### src/rtl/cp0_exc_ctrl.sv
// cp0_exc_ctrl: CP0 SR/Cause/EPC with exception and interrupt request logic; optional Count/Compare timer under CP0_TIMER_EN
module cp0_exc_ctrl #(
  parameter logic [31:0] EXC_ENTRY = 32'h0000_4180,
  parameter logic [31:0] PC_MIN    = 32'h0000_3000
) (
  input  logic        clk,
  input  logic        reset,
  input  logic        we,
  input  logic [4:0]  cp0_addr,
  input  logic [31:0] cp0_wdata,
  output logic [31:0] cp0_rdata,
  input  logic [31:0] vpc,
  input  logic        bd_in,
  input  logic [4:0]  exccode_in,
  input  logic [5:0]  hwint,
  input  logic        exl_clr,
  output logic        req,
  output logic [31:0] exc_pc,
  output logic [31:0] epc_out
);
  logic [5:0]  im, ip, hw_eff;
  logic        exl, ie, bd;
  logic [4:0]  exccode;
  logic [31:0] epc, sr, cause, epc_n, epc_w;
  logic        int_req, exc_req, wr_sr, wr_epc;
  assign sr      = {16'b0, im, 8'b0, exl, ie};
  assign cause   = {bd, 15'b0, ip, 3'b0, exccode, 2'b0};
  assign epc_out = epc;
  assign exc_pc  = EXC_ENTRY;
  assign int_req = ie & ~exl & |(hw_eff & im);
  assign exc_req = ~exl & (exccode_in != 5'd0);
  assign req     = int_req | exc_req;
  assign wr_sr   = we & ~req & (cp0_addr == 5'd12);
  assign wr_epc  = we & ~req & (cp0_addr == 5'd14);
  assign epc_n   = bd_in ? vpc - 32'd4 : vpc;
  assign epc_w   = ({cp0_wdata[31:2], 2'b00} < PC_MIN) ? PC_MIN : {cp0_wdata[31:2], 2'b00};
`ifdef CP0_TIMER_EN
  logic [31:0] count, compare;
  logic        timer_pend, wr_cmp;
  assign wr_cmp = we & ~req & (cp0_addr == 5'd11);
  assign hw_eff = {hwint[5] | timer_pend, hwint[4:0]};
  // free-running counter; a match latches a pending timer interrupt until Compare is rewritten
  always_ff @(posedge clk) begin
    if (reset) begin
      count      <= 32'd0;
      compare    <= 32'd0;
      timer_pend <= 1'b0;
    end else begin
      count <= count + 32'd1;
      if (wr_cmp) compare <= cp0_wdata;
      timer_pend <= wr_cmp ? 1'b0 : (timer_pend | (count == compare));
    end
  end
  // register read, no bypass of same-cycle writes
  always_comb
    cp0_rdata = (cp0_addr == 5'd12) ? sr :
                (cp0_addr == 5'd13) ? cause :
                (cp0_addr == 5'd14) ? epc :
                (cp0_addr == 5'd9)  ? count :
                (cp0_addr == 5'd11) ? compare : 32'd0;
`else
  assign hw_eff = hwint;
  // register read, no bypass of same-cycle writes
  always_comb
    cp0_rdata = (cp0_addr == 5'd12) ? sr :
                (cp0_addr == 5'd13) ? cause :
                (cp0_addr == 5'd14) ? epc : 32'd0;
`endif
  // exception entry beats eret which beats mtc0; IP tracks the lines every cycle
  always_ff @(posedge clk) begin
    if (reset) begin
      im      <= 6'd0;
      ip      <= 6'd0;
      exl     <= 1'b0;
      ie      <= 1'b0;
      bd      <= 1'b0;
      exccode <= 5'd0;
      epc     <= 32'd0;
    end else begin
      ip <= hw_eff;
      if (req) begin
        exl     <= 1'b1;
        exccode <= int_req ? 5'd0 : exccode_in;
        bd      <= bd_in;
        epc     <= {epc_n[31:2], 2'b00};
      end else begin
        if (wr_sr) begin
          im  <= cp0_wdata[15:10];
          ie  <= cp0_wdata[0];
          exl <= cp0_wdata[1];
        end
        if (wr_epc) epc <= epc_w;
        if (exl_clr) exl <= 1'b0;
      end
    end
  end
endmodule

### config.mk
export PLATFORM = sky130hd
export DESIGN_NAME = cp0_exc_ctrl
export DESIGN_NICKNAME = d
export VERILOG_FILES = /design/src/rtl/cp0_exc_ctrl.sv
export SDC_FILE = /design/constraint.sdc
export NUM_CORES = 1
export LEC_CHECK = 0
export CAP_MARGIN = 20
export CORE_AREA = 2 2 97 109
export DETAILED_ROUTE_END_ITERATION = 8
export DIE_AREA = 0 0 99 111
export PLACE_DENSITY = 0.79
export SYNTH_ARGS = -nofsm -noshare
export SYNTH_HDL_FRONTEND = slang
export SYNTH_SLANG_ARGS = --single-unit
### constraint.sdc
create_clock -name clk -period 2.9 [get_ports clk]
set_input_delay 0.58 -clock clk [delete_from_list [all_inputs] [get_ports clk]]
set_output_delay 0.58 -clock clk [all_outputs]
set_load 0.005 [all_outputs]
==> results of run 1 <==
## worst max-delay path by stage
stage / start / endpoint / slack (ns) / cells after the start
3_3_place_gp: hwint[1] / req / -0.12 / 7
2_1_floorplan: exccode_in[1] / req / 0.63 / 5
6_report: cp0_addr[3] / cp0_rdata[31] / 0.09 / 8
5_1_grt: cp0_addr[3] / cp0_rdata[31] / 0.01 / 8
3_5_place_dp: cp0_addr[3] / cp0_rdata[6] / -0.19 / 6
4_1_cts: cp0_addr[2] / cp0_rdata[10] / 0.002 / 8
## routing by layer
layer | up-vias | share of wire (%) | track usage [%]
li1 | 1774 | - | -
met1 | 1676 | 42 | 25.6
met2 | 155 | 50 | 34.8
met3 | 16 | 6.1 | 3.03
met4 | 0 | 1.9 | 5.39
met5 | - | 0 | 0
## cells in the mapped netlist, types with 2 or more instances
| cell type | n | area [µm²] |
|---|---|---|
| sky130_fd_sc_hd__nand2_1 | 60 | 225 |
| sky130_fd_sc_hd__dfxtp_1 | 50 | 1000 |
| sky130_fd_sc_hd__and3_1 | 37 | 231 |
| sky130_fd_sc_hd__buf_4 | 35 | 263 |
| sky130_fd_sc_hd__nor2_1 | 28 | 105 |
| sky130_fd_sc_hd__clkbuf_1 | 24 | 90.1 |
| sky130_fd_sc_hd__a211oi_1 | 20 | 150 |
| sky130_fd_sc_hd__xor2_1 | 17 | 149 |
| sky130_fd_sc_hd__nand3_1 | 13 | 65.1 |
| sky130_fd_sc_hd__a21oi_1 | 12 | 60.1 |
| sky130_fd_sc_hd__nor4_1 | 11 | 68.8 |
| sky130_fd_sc_hd__a221oi_1 | 10 | 87.6 |
| sky130_fd_sc_hd__xnor2_1 | 10 | 87.6 |
| sky130_fd_sc_hd__a22o_1 | 9 | 78.8 |
| sky130_fd_sc_hd__o21ai_0 | 9 | 45.0 |
| sky130_fd_sc_hd__mux2i_1 | 8 | 80.1 |
| sky130_fd_sc_hd__nor2b_1 | 8 | 50.1 |
| sky130_fd_sc_hd__nor3_1 | 8 | 40.0 |
| sky130_fd_sc_hd__inv_1 | 7 | 26.3 |
| sky130_fd_sc_hd__a211oi_2 | 6 | 75.1 |
| sky130_fd_sc_hd__nand4_1 | 5 | 31.3 |
| sky130_fd_sc_hd__a311oi_1 | 3 | 26.3 |
| sky130_fd_sc_hd__and2_1 | 3 | 18.8 |
| sky130_fd_sc_hd__and3b_1 | 3 | 26.3 |
| sky130_fd_sc_hd__nor4_4 | 3 | 63.8 |
| sky130_fd_sc_hd__buf_1 | 2 | 7.51 |
| sky130_fd_sc_hd__conb_1 | 2 | 7.51 |
| sky130_fd_sc_hd__nor4b_1 | 2 | 17.5 |
| sky130_fd_sc_hd__o2bb2ai_1 | 2 | 17.5 |
| sky130_fd_sc_hd__or4_1 | 2 | 15.0 |
| sky130_fd_sc_hd__or4_4 | 2 | 22.5 |
## per-stage QoR
| step | TNS (ns) | setup slack, ns |
|---|---|---|
| global placement | -1.32 | -0.120 |
| global route | 0 | 0.0114 |
| floorplan | 0 | 0.632 |
| CTS | 0 | 0.00162 |
| finish | 0 | 0.0868 |
| detailed placement | -2.33 | -0.195 |
## worst register-to-register path: stages (launching register included)
cell,delay (ns)
sky130_fd_sc_hd__dfxtp_1,0.34
sky130_fd_sc_hd__a22o_1,0.25
sky130_fd_sc_hd__o311ai_2,0.29
sky130_fd_sc_hd__buf_4,0.15
sky130_fd_sc_hd__and2_1,0.13
sky130_fd_sc_hd__inv_1,0.08
sky130_fd_sc_hd__buf_4,0.27
sky130_fd_sc_hd__a221oi_1,0.31
sky130_fd_sc_hd__a211oi_1,0.09
## registers in the layout (all words and copies together) (netlist names)
signal and flops:
epc_out 30, ip 6, exccode 5, ie 1
bd 1, im 6, exl 1
## power breakdown
group	switching (mW)	total [mW]	internal (mW)
combinational	0.206	0.473	0.266
clock	0.267	0.676	0.409
sequential	0.0423	0.781	0.739
## kinds of logic (layout without fill, tap and decap cells)
group                      after synthesis  after routing
AOI/OAI and AO/OA                       77             77
xor gates and xnor gates                27             27
adders and majority gates                1              1
buffers and inverters                   71            192
DFF                                     50             50
muxes                                    8              8
other                                    2             34
and+or+nand+nor                        192            192
## final cells by class
cell class	instances	share of cell area, %
clock buffers	5	2.42
flip-flops and latches	50	19.3
well taps	123	2.97
repair buffers	177	32.7
multi-input cells	339	41.2
clock inverters	3	0.846
inverters	7	0.507
## timing repair
action | 4_1_cts | 5_1_grt
resized for setup | 27 | 4
setup endpoints to repair | 14 | 5
setup buffers | 2 | 3
pin swaps | 4 | 2
==> out/results.tsv, run 1 <==
stage	metric	value	unit
cts	holdBufCountCts	0	
critical_path	cp.arrival	2.23	ns
worst_hold_path	hold_path_class	reg -> reg	
die	dieArea	11000	µm²
critical_path	worst_r2r_startpoint	im[0]	
die	rows	39	
routing	drt-pass1-iter-count	4	
grt	grt_max_degree	39	
power_and_ir_drop	areal_power_density_over_the_cells	373	nW/µm²
cts	tritoncts.num_buffers	5	
yosys	synthDistinctLibCells	48	
status	status	completed	
critical_path	cpMaxStageDelayCell	sky130_fd_sc_hd__clkdlybuf4s50_1	
layout	multi_input_combinational_cell_area	2130	µm²
timing	finish_stage_setup_viols	0	
die	die-width	99	µm
place	placement.io_buffers	145	
grt	grt_first_pass_wirelength	17900	µm
timing	hold_slack	0.459	ns
layout	final_cells	704	
cts	clk_root_buffer_cell	sky130_fd_sc_hd__clkbuf_16	
place	area_after_dpl	4930	µm²
timing	tightest_slew	0.630	ns
cts	insertion_delay	0.29	ns
layout	postLayoutCoreUtil	51.8	%
power_and_ir_drop	power	1.93	mW
yosys	yosys_warnings	0	
timing	slew_violations	0	
critical_path	crit_fanout	4	
cts	clock_sink_count	50	
timing	rel_slew_slack	57.6	%
cts	clk_pin_slew_worst_paths	0.07	ns
routing	wl_per_cell	16.0	µm
place	detailedPlacementHpwl	8780	µm
yosys	ys_seq_area_share	29.6	%
yosys	synth_compound_area_share	17.6	%
layout	final_nets	666	
yosys	postSynthRegisterBits	50	
timing	worst_skew	0.00791	ns
layout	layout_commonest_cell	sky130_fd_sc_hd__clkdlybuf4s50_1	
critical_path	critPathCaptureType	output port	
cts	tritoncts	yes	
grt	number_of_antenna_violations_at_the_first_check_in_global_routing	0	
critical_path	path_buf_inv	5	
timing	period_needed	2.81	ns
critical_path	start_kind	primary input	
yosys	yosys.area_share.adder	0.371	%
grt	grt-ovfl-total	0	
worst_hold_path	min_delay_path_depth	2	
die	floorplan.die.height	111	µm
die	io-pin-count	182	
critical_path	r2r_setup_slack	0.86	ns
timing	setup_repair_after_global_routing_missed_its_margin	false	
layout	antenna_cells	0	
yosys	ys_dominant_reg_cell	sky130_fd_sc_hd__dfxtp_1	
place	placed_cells_incl_taps	691	
grt	grt_pass1_vias	3494	
power_and_ir_drop	vdd_drop_max	0.000249	V
layout	fill_cells	916	
yosys	synth_cells	428	
yosys	synth.avg_cell_area	7.89	µm²
place	place.gp.congestion	0.917	
yosys	post_synth_edffs	0	
critical_path	timing.rr.end	epc_out[11]	
critical_path	worst-setup-path-type	in -> out	
routing	drt-vias-per-instance	5.14	
critical_path	cpLargestDelayFamily	buffers and inverters	
layout	drive_above_1_share	10.8	%
die	initial_core_util	33.8	%
layout	stdcell_area	5180	µm²
yosys	postSynth.asyncResetShare	0	%
routing	drt_wl_total	11300	µm
routing	drc	0	
grt	grt.total_usage	20.0	%
worst_hold_path	worst_hold_startpoint	bd	
critical_path	critical_path.most_common_cell	sky130_fd_sc_hd__buf_4	
job	cap_viol_max_count	0	
layout	register_area	1000	µm²
routing	drt_iter0_drc	248	
timing	hold_viol_final	0	
yosys	synthXorXnorAreaFrac	7.00	%
critical_path	wp_data_required	2.32	ns
die	coreArea	10000	µm²
yosys	muxShareOfSynthArea	2.37	%
yosys	post_synth_instance_area	3380	µm²
routing	vias	3621	
yosys	dominant_combinational_cell_family_by_area_after_synthesis	simple AND/OR/NAND/NOR gates	
worst_hold_path	whs_endpoint	bd	
layout	most-common-layout-cells	130 x sky130_fd_sc_hd__clkdlybuf4s50_1, 59 x sky130_fd_sc_hd__nand2_1, 50 x sky130_fd_sc_hd__dfxtp_1	
yosys	post_synth_and_or_nand_nor_area_fraction	30.7	%
critical_path	rr_worst_depth	8	
routing	postRouteAntennaNets	0	
timing	fin_crit_sh	97.0	%
layout	area_growth_syn_to_layout	53.4	%
cts	max-clock-path-buffers	2	
power_and_ir_drop	leakage	2.14	nW
critical_path	crit_chain	clkdlybuf4s50_1, nor4bb_4, buf_4, and2_4, buf_4, buf_4, a22o_1, clkdlybuf4s15_1	
critical_path	critical_path.max_stage_delay	0.49	ns
timing	achievable-frequency	355	MHz
cts	cts-htree-levels	2	
Power figures use the tool's default switching activity.
==> inputs of run 2 (changes only) <==
--- a/config.mk
+++ b/config.mk
@@ -5,11 +5,13 @@
 export SDC_FILE = /design/constraint.sdc
 export NUM_CORES = 1
 export LEC_CHECK = 0
+export ABC_CLOCK_PERIOD_IN_PS = 2900
 export CAP_MARGIN = 20
 export CORE_AREA = 2 2 97 109
 export DETAILED_ROUTE_END_ITERATION = 8
 export DIE_AREA = 0 0 99 111
 export PLACE_DENSITY = 0.79
+export SETUP_SLACK_MARGIN = 0.3
 export SYNTH_ARGS = -nofsm -noshare
 export SYNTH_HDL_FRONTEND = slang
 export SYNTH_SLANG_ARGS = --single-unit
==> out/results.tsv, run 2 (same netlist as run 1, synthesis figures left out) <==
stage	metric	value	unit	change
critical_path	worst-setup-path-type	in -> reg		
critical_path	path_buf_inv	2		-3
timing	final.setup.worst_slack	0.359	ns	+0.272 ns
critical_path	wp_data_required	3.11	ns	+0.79 ns
timing	tightest_slew	0.655	ns	+0.0249 ns
die	floorplan.die.height	111	µm	unchanged
cts	clock_sink_count	50		unchanged
routing	postRouteAntennaNets	0		unchanged
die	dieArea	11000	µm²	unchanged
routing	drt_wl_total	11400	µm	+0.81%
layout	final_nets	668		+0.30%
cts	tritoncts	yes		
power_and_ir_drop	power	1.93	mW	about the same
power_and_ir_drop	power.clock.fraction	34.7	%	-0.3 points
layout	number_of_flip_flops_in_the_largest_register	30		unchanged
routing	drt-vias-per-instance	5.17		+0.46%
timing	fin_crit_sh	87.6	%	-9.4 points
status	status	completed		
job	cap_viol_max_count	0		unchanged
place	detailedPlacementHpwl	8780	µm	unchanged
grt	grt-ovfl-total	0		unchanged
power_and_ir_drop	vdd_drop_max	0.000241	V	-3.4%
cts	max-clock-path-buffers	2		unchanged
die	initial_core_util	33.8	%	unchanged
layout	register_area	1000	µm²	unchanged
place	dp_slack	-0.195	ns	unchanged
cts	tritoncts.num_buffers	5		unchanged
cts	insertion_delay	0.29	ns	about the same
routing	drt-pass1-iter-count	5		+1
layout	area_growth_syn_to_layout	55.4	%	
power_and_ir_drop	seqPwrFrac	40.5	%	about the same
layout	fill_cells	908		-0.87%
timing	achievable-frequency	394	MHz	+11%
critical_path	critPathCaptureType	register		
routing	vias	3648		+0.75%
die	coreArea	10000	µm²	unchanged
critical_path	critical_path.max_stage_delay	0.78	ns	+0.29 ns
power_and_ir_drop	cellInternalPower	1.42	mW	+0.11%
routing	drt_iter0_drc	247		-0.40%
timing	setup_repair_after_global_routing_missed_its_margin	false		
grt	grt_first_pass_wirelength	18000	µm	+0.92%
grt	number_of_antenna_violations_at_the_first_check_in_global_routing	0		unchanged
critical_path	cpMaxStageDelayCell	sky130_fd_sc_hd__or4b_2		
power_and_ir_drop	combinationalPowerShare	24.8	%	+0.3 points
cts	clk_root_buffer_cell	sky130_fd_sc_hd__clkbuf_16		
grt	grt_max_degree	39		unchanged
place	placed_cells_incl_taps	691		unchanged
critical_path	cpLargestDelayFamily	simple AND/OR/NAND/NOR gates		
timing	finish_stage_setup_viols	0		unchanged
cts	clk_pin_slew_worst_paths	0.07	ns	about the same
layout	drive_above_1_share	13.0	%	+2.2 points
critical_path	start_kind	primary input		
power_and_ir_drop	power.share.switching	26.7	%	-0.057 points
die	die-width	99	µm	unchanged
critical_path	crit_fanout	8		+4
layout	antenna_cells	0		unchanged
place	placement.io_buffers	145		unchanged
die	io-pin-count	182		unchanged
timing	slew_violations	0		unchanged
power_and_ir_drop	leakage	2.16	nW	+1.2%
timing	rel_slew_slack	55.9	%	-1.7 points
place	place.gp.congestion	0.917		unchanged
layout	most-common-layout-cells	115 x sky130_fd_sc_hd__clkdlybuf4s50_1, 59 x sky130_fd_sc_hd__nand2_1, 50 x sky130_fd_sc_hd__dfxtp_1		
die	rows	39		unchanged
timing	period_needed	2.54	ns	-0.272 ns
critical_path	crit_chain	clkdlybuf4s50_1, or4b_2, nor4_4, buf_4, nand4_1, xor2_1, a211oi_2		
timing	worst_skew	0.00409	ns	-0.00381 ns
routing	drc	0		unchanged
layout	multi_input_combinational_cell_area	2170	µm²	+1.5%
cts	cts-htree-levels	2		unchanged
timing	hold_viol_final	0		unchanged
worst_hold_path	hold_path_class	reg -> reg		
layout	final_cells	706		+0.28%
layout	layout_commonest_cell	sky130_fd_sc_hd__clkdlybuf4s50_1		
power_and_ir_drop	areal_power_density_over_the_cells	368	nW/µm²	-1.3%
grt	grt_pass1_vias	3531		+1.1%
timing	hold_slack	0.458	ns	-0.000535 ns
routing	wl_per_cell	16.1	µm	+0.53%
power_and_ir_drop	p_sw	0.515	mW	-0.18%
grt	grt.total_usage	20.2	%	+0.18 points
critical_path	cp.arrival	2.75	ns	+0.52 ns
[run 2: cell types whose count changed in the layout (fill, tap and decap cells not counted), moves of 2 or more]
cell and change:
sky130_fd_sc_hd__buf_6 -2, sky130_fd_sc_hd__clkdlybuf4s50_1 -15, sky130_fd_sc_hd__clkdlybuf4s15_1 +4, sky130_fd_sc_hd__inv_1 -2, sky130_fd_sc_hd__buf_8 +3, sky130_fd_sc_hd__nor2_1 -2, sky130_fd_sc_hd__or4_1 -2, sky130_fd_sc_hd__dlymetal6s2s_1 +2
sky130_fd_sc_hd__or4_4 +2, sky130_fd_sc_hd__clkbuf_2 +2, sky130_fd_sc_hd__dlygate4sd2_1 +6
[run 2: per-stage QoR]
step | TNS, ns | cell area (µm²) | utilization, %
floorplan | 0 | 3500 | -
global placement | -1.32 | 4930 | 49.3
detailed placement | -2.33 | 4930 | 49.3
CTS | 0 | 5200 | 52.0
global route | 0 | 5250 | 52.4
finish | 0 | 5250 | 52.4
[run 2: per-layer routing]
metal  up-vias  part of all wire [%]  track usage [%]
li1       1773                     -                -
met1      1709                    41             25.7
met2       148                    51             35.0
met3        18                   6.0             3.03
met4         0                   2.4             5.94
met5         -                     0                0
[run 2: tightest hold or removal path, cell delays in order (launching register included)]
cell,delay (ns)
sky130_fd_sc_hd__dfxtp_1,0.31
sky130_fd_sc_hd__nand2_1,0.05
sky130_fd_sc_hd__a21oi_1,0.05
[run 2: repair_timing]
item	CTS	global route
resized for setup	53	17
cloned	0	0
hold buffers	0	0
pin swaps	15	6
endpoints found under the setup margin	34	17
buffers inserted	6	1
[run 2: area by class of cell]
class | instances | share of cell area (%)
multi-input cells | 339 | 41.3
repair buffers | 179 | 32.9
flip-flops and latches | 50 | 19.1
well taps | 123 | 2.93
clock buffers | 5 | 2.38
clock inverters | 3 | 0.835
inverters | 7 | 0.572
[run 2: final timing paths]
path	slack, ns	from	end	cells past startpoint
setup reg to reg	0.88	im[2]	epc_out[11]	8
setup / recovery	0.36	vpc[3]	epc_out[31]	7
hold reg to reg	0.46	bd	bd	2
hold / removal	0.46	bd	bd	2
[run 2: power by group through the flow]
stage,clock network [mW],registers (mW),logic [mW]
3_5_place_dp,0,0.796,0.465
2_1_floorplan,0,0.785,0.212
6_report,0.670,0.781,0.479
5_1_grt,0.709,0.787,0.519
3_3_place_gp,0,0.794,0.456
4_1_cts,0.683,0.781,0.475
==> inputs of run 3 (changes only) <==
--- a/config.mk
+++ b/config.mk
@@ -5,12 +5,13 @@
 export SDC_FILE = /design/constraint.sdc
 export NUM_CORES = 1
 export LEC_CHECK = 0
+export ABC_AREA = 1
 export ABC_CLOCK_PERIOD_IN_PS = 2900
 export CAP_MARGIN = 20
-export CORE_AREA = 2 2 97 109
+export CORE_AREA = 2 2 104 116
 export DETAILED_ROUTE_END_ITERATION = 8
-export DIE_AREA = 0 0 99 111
-export PLACE_DENSITY = 0.79
+export DIE_AREA = 0 0 106 118
+export PLACE_DENSITY = 0.76
 export SETUP_SLACK_MARGIN = 0.3
 export SYNTH_ARGS = -nofsm -noshare
 export SYNTH_HDL_FRONTEND = slang
==> out/results.tsv, run 3 <==
stage	metric	value	unit	change
status	status	completed		
routing	drt-pass1-iter-count	5		unchanged
grt	grt_first_pass_wirelength	20500	µm	+14%
yosys	post_synth_instance_area	3870	µm²	+15%
yosys	postSynth.asyncResetShare	0	%	unchanged
timing	hold_viol_final	0		unchanged
yosys	yosys.cell_count.top_type	sky130_fd_sc_hd__nand2_1		
critical_path	path_buf_inv	5		+3
routing	drc	0		unchanged
die	initial_core_util	34.1	%	+0.38 points
timing	final.setup.worst_slack	0.422	ns	+0.0626 ns
yosys	synth_cells	660		+54%
critical_path	start_kind	primary input		
die	coreArea	11300	µm²	+13%
yosys	ys_dominant_reg_cell	sky130_fd_sc_hd__dfxtp_1		
timing	worst_skew	0.00464	ns	+0.000551 ns
power_and_ir_drop	areal_power_density_over_the_cells	353	nW/µm²	-4.1%
place	area_after_dpl	5400	µm²	+9.5%
layout	stdcell_area	5710	µm²	+8.8%
yosys	synth.largest_area_cell	sky130_fd_sc_hd__dfxtp_1		
routing	drt_wl_total	13100	µm	+15%
yosys	muxShareOfSynthArea	0	%	-2.4 points
timing	period_needed	2.48	ns	-0.0626 ns
cts	clock_sink_count	50		unchanged
timing	hold_slack	0.475	ns	+0.0165 ns
cts	cts-htree-levels	2		unchanged
grt	grt-ovfl-total	0		unchanged
timing	achievable-frequency	403	MHz	+2.5%
cts	tritoncts	yes		
yosys	synth_top_area_share	25.9	%	-3.8 points
routing	wl_per_cell	13.5	µm	-16%
layout	final_nets	911		+36%
layout	layout_commonest_cell	sky130_fd_sc_hd__nand2_1		
yosys	synthDistinctLibCells	35		-27%
yosys	dominant_combinational_cell_family_by_area_after_synthesis	simple AND/OR/NAND/NOR gates		
yosys	post_synth_edffs	0		unchanged
grt	number_of_antenna_violations_at_the_first_check_in_global_routing	0		unchanged
cts	clk_pin_slew_worst_paths	0.07	ns	about the same
routing	vias	4468		+22%
timing	fin_crit_sh	85.5	%	-2.2 points
timing	finish_stage_setup_viols	0		unchanged
layout	drive_above_1_share	10.2	%	-2.9 points
layout	area_growth_syn_to_layout	47.5	%	
timing	totalNegativeSetupSlack	0	ns	unchanged
cts	clk_root_buffer_cell	sky130_fd_sc_hd__clkbuf_16		
place	dp_slack	0.0198	ns	+0.214 ns
yosys	ys_seq_area_share	25.9	%	-3.8 points
yosys	post_synth_and_or_nand_nor_area_fraction	43.4	%	+13 points
layout	number_of_flip_flops_in_the_largest_register	30		unchanged
critical_path	cpMaxStageDelayCell	sky130_fd_sc_hd__dlygate4sd2_1		
layout	antenna_cells	0		unchanged
die	floorplan.die.height	118	µm	+6.3%
timing	slew_violations	0		unchanged
critical_path	wp_data_required	2.32	ns	-0.79 ns
cts	tritoncts.num_buffers	5		unchanged
yosys	synth.area.top_cells	sky130_fd_sc_hd__dfxtp_1 26%, sky130_fd_sc_hd__nand2_1 17%, sky130_fd_sc_hd__nor2_1 10%		
yosys	postSynthRegisterBits	50		unchanged
yosys	yosys_warnings	0		unchanged
grt	grt.total_usage	20.5	%	+0.27 points
critical_path	crit_fanout	9		+1
yosys	synth_compound_area_share	9.51	%	-8.1 points
critical_path	critPathCaptureType	output port		
place	place.gp.congestion	0.923		+0.63%
layout	postLayoutCoreUtil	50.3	%	-2.1 points
die	rows	41		+5.1%
job	cap_viol_max_count	0		unchanged
cts	holdBufCountCts	0		unchanged
power_and_ir_drop	leakage	2.90	nW	+34%
place	detailedPlacementHpwl	10300	µm	+17%
yosys	yosys.area_share.adder	0.323	%	-0.047 points
routing	postRouteAntennaNets	0		unchanged
critical_path	crit_chain	dlygate4sd2_1, nor2_4, nand2_4, buf_4, buf_8, buf_4, nor2_1, dlygate4sd2_1		
grt	grt_max_degree	37		-5.1%
routing	drt-vias-per-instance	4.58		-11%
place	placement.io_buffers	145		unchanged
die	dieArea	12500	µm²	+14%
timing	setup_repair_after_global_routing_missed_its_margin	false		
critical_path	cp.arrival	1.90	ns	-0.85 ns
critical_path	worst-setup-path-type	in -> out		
worst_hold_path	hold_path_class	reg -> reg		
critical_path	critical_path.max_stage_delay	0.29	ns	-0.49 ns
cts	max-clock-path-buffers	2		unchanged
routing	drt_iter0_drc	250		+1.2%
cts	insertion_delay	0.29	ns	about the same
die	io-pin-count	182		unchanged
layout	most-common-layout-cells	176 x sky130_fd_sc_hd__nand2_1, 107 x sky130_fd_sc_hd__clkdlybuf4s50_1, 103 x sky130_fd_sc_hd__nor2_1		
critical_path	cpLargestDelayFamily	buffers and inverters		
yosys	synthXorXnorAreaFrac	1.81	%	-5.2 points
die	die-width	106	µm	+7.1%
yosys	synthTopCellsByCount	177 x sky130_fd_sc_hd__nand2_1, 105 x sky130_fd_sc_hd__nor2_1, 96 x sky130_fd_sc_hd__inv_1		
yosys	synth.avg_cell_area	5.86	µm²	-26%
grt	grt_pass1_vias	4110		+16%
power_and_ir_drop	vdd_drop_max	0.000221	V	-8.1%
## run 3: cell type report
type                    instances  area (µm²)
repair buffers                177        1670
clock inverters                 3        45.0
clock buffers                   5         125
fillers                      1164        5630
inverters                     101         380
multi-input cells             490        2300
well taps                     150         188
flip-flops and latches         50        1000
## run 3: report_power, final
group          leakage [nW]  internal, mW  total [mW]  switching, mW
clock                0.0760         0.407       0.673          0.266
sequential            0.414         0.741       0.774         0.0326
combinational          2.41         0.277       0.567          0.289
## run 3: cell families after synthesis
group,after synthesis
other,2
AOI/OAI and AO/OA,67
buffers and inverters,153
and+or+nand+nor,379
xor gates and xnor gates,8
DFF,50
adders and majority gates,1
## run 3: layer usage
layer | track usage (%) | part of all wire, %
met3 | 2.66 | 5.6
met5 | 0 | 0
met1 | 25.4 | 43
met2 | 36.5 | 49
met4 | 6.41 | 2.3
## run 3: per-stage QoR
stage | std cells | power [mW]
2_1_floorplan | 692 | 1.07
4_1_cts | 972 | 2.03
6_report | 976 | 2.01
3_5_place_dp | 948 | 1.34
5_1_grt | 976 | 2.13
3_3_place_gp | 948 | 1.34
## run 3: repair_timing
item | 4_1_cts | 5_1_grt
pin swaps | 4 | 3
buffers inserted | 14 | 4
cloned | 2 | 0
gates resized for setup | 67 | 15
hold endpoints to repair | 0 | 0
setup endpoints to repair | 33 | 23
## run 3: final timing paths
| check | depth (start not counted) | slack (ns) | endpoint | startpoint |
|---|---|---|---|---|
| min | 2 | 0.47 | exccode[0] | exccode[0] |
| min reg2reg | 2 | 0.47 | exccode[0] | exccode[0] |
| max reg2reg | 12 | 1.02 | epc_out[10] | im[4] |
| max | 8 | 0.42 | cp0_rdata[22] | cp0_addr[4] |
## run 3: tightest hold or removal path, cell delays in order (launching register included)
cell and delay [ns]:
sky130_fd_sc_hd__dfxtp_1 0.31, sky130_fd_sc_hd__nand2_1 0.06, sky130_fd_sc_hd__a21oi_1 0.06
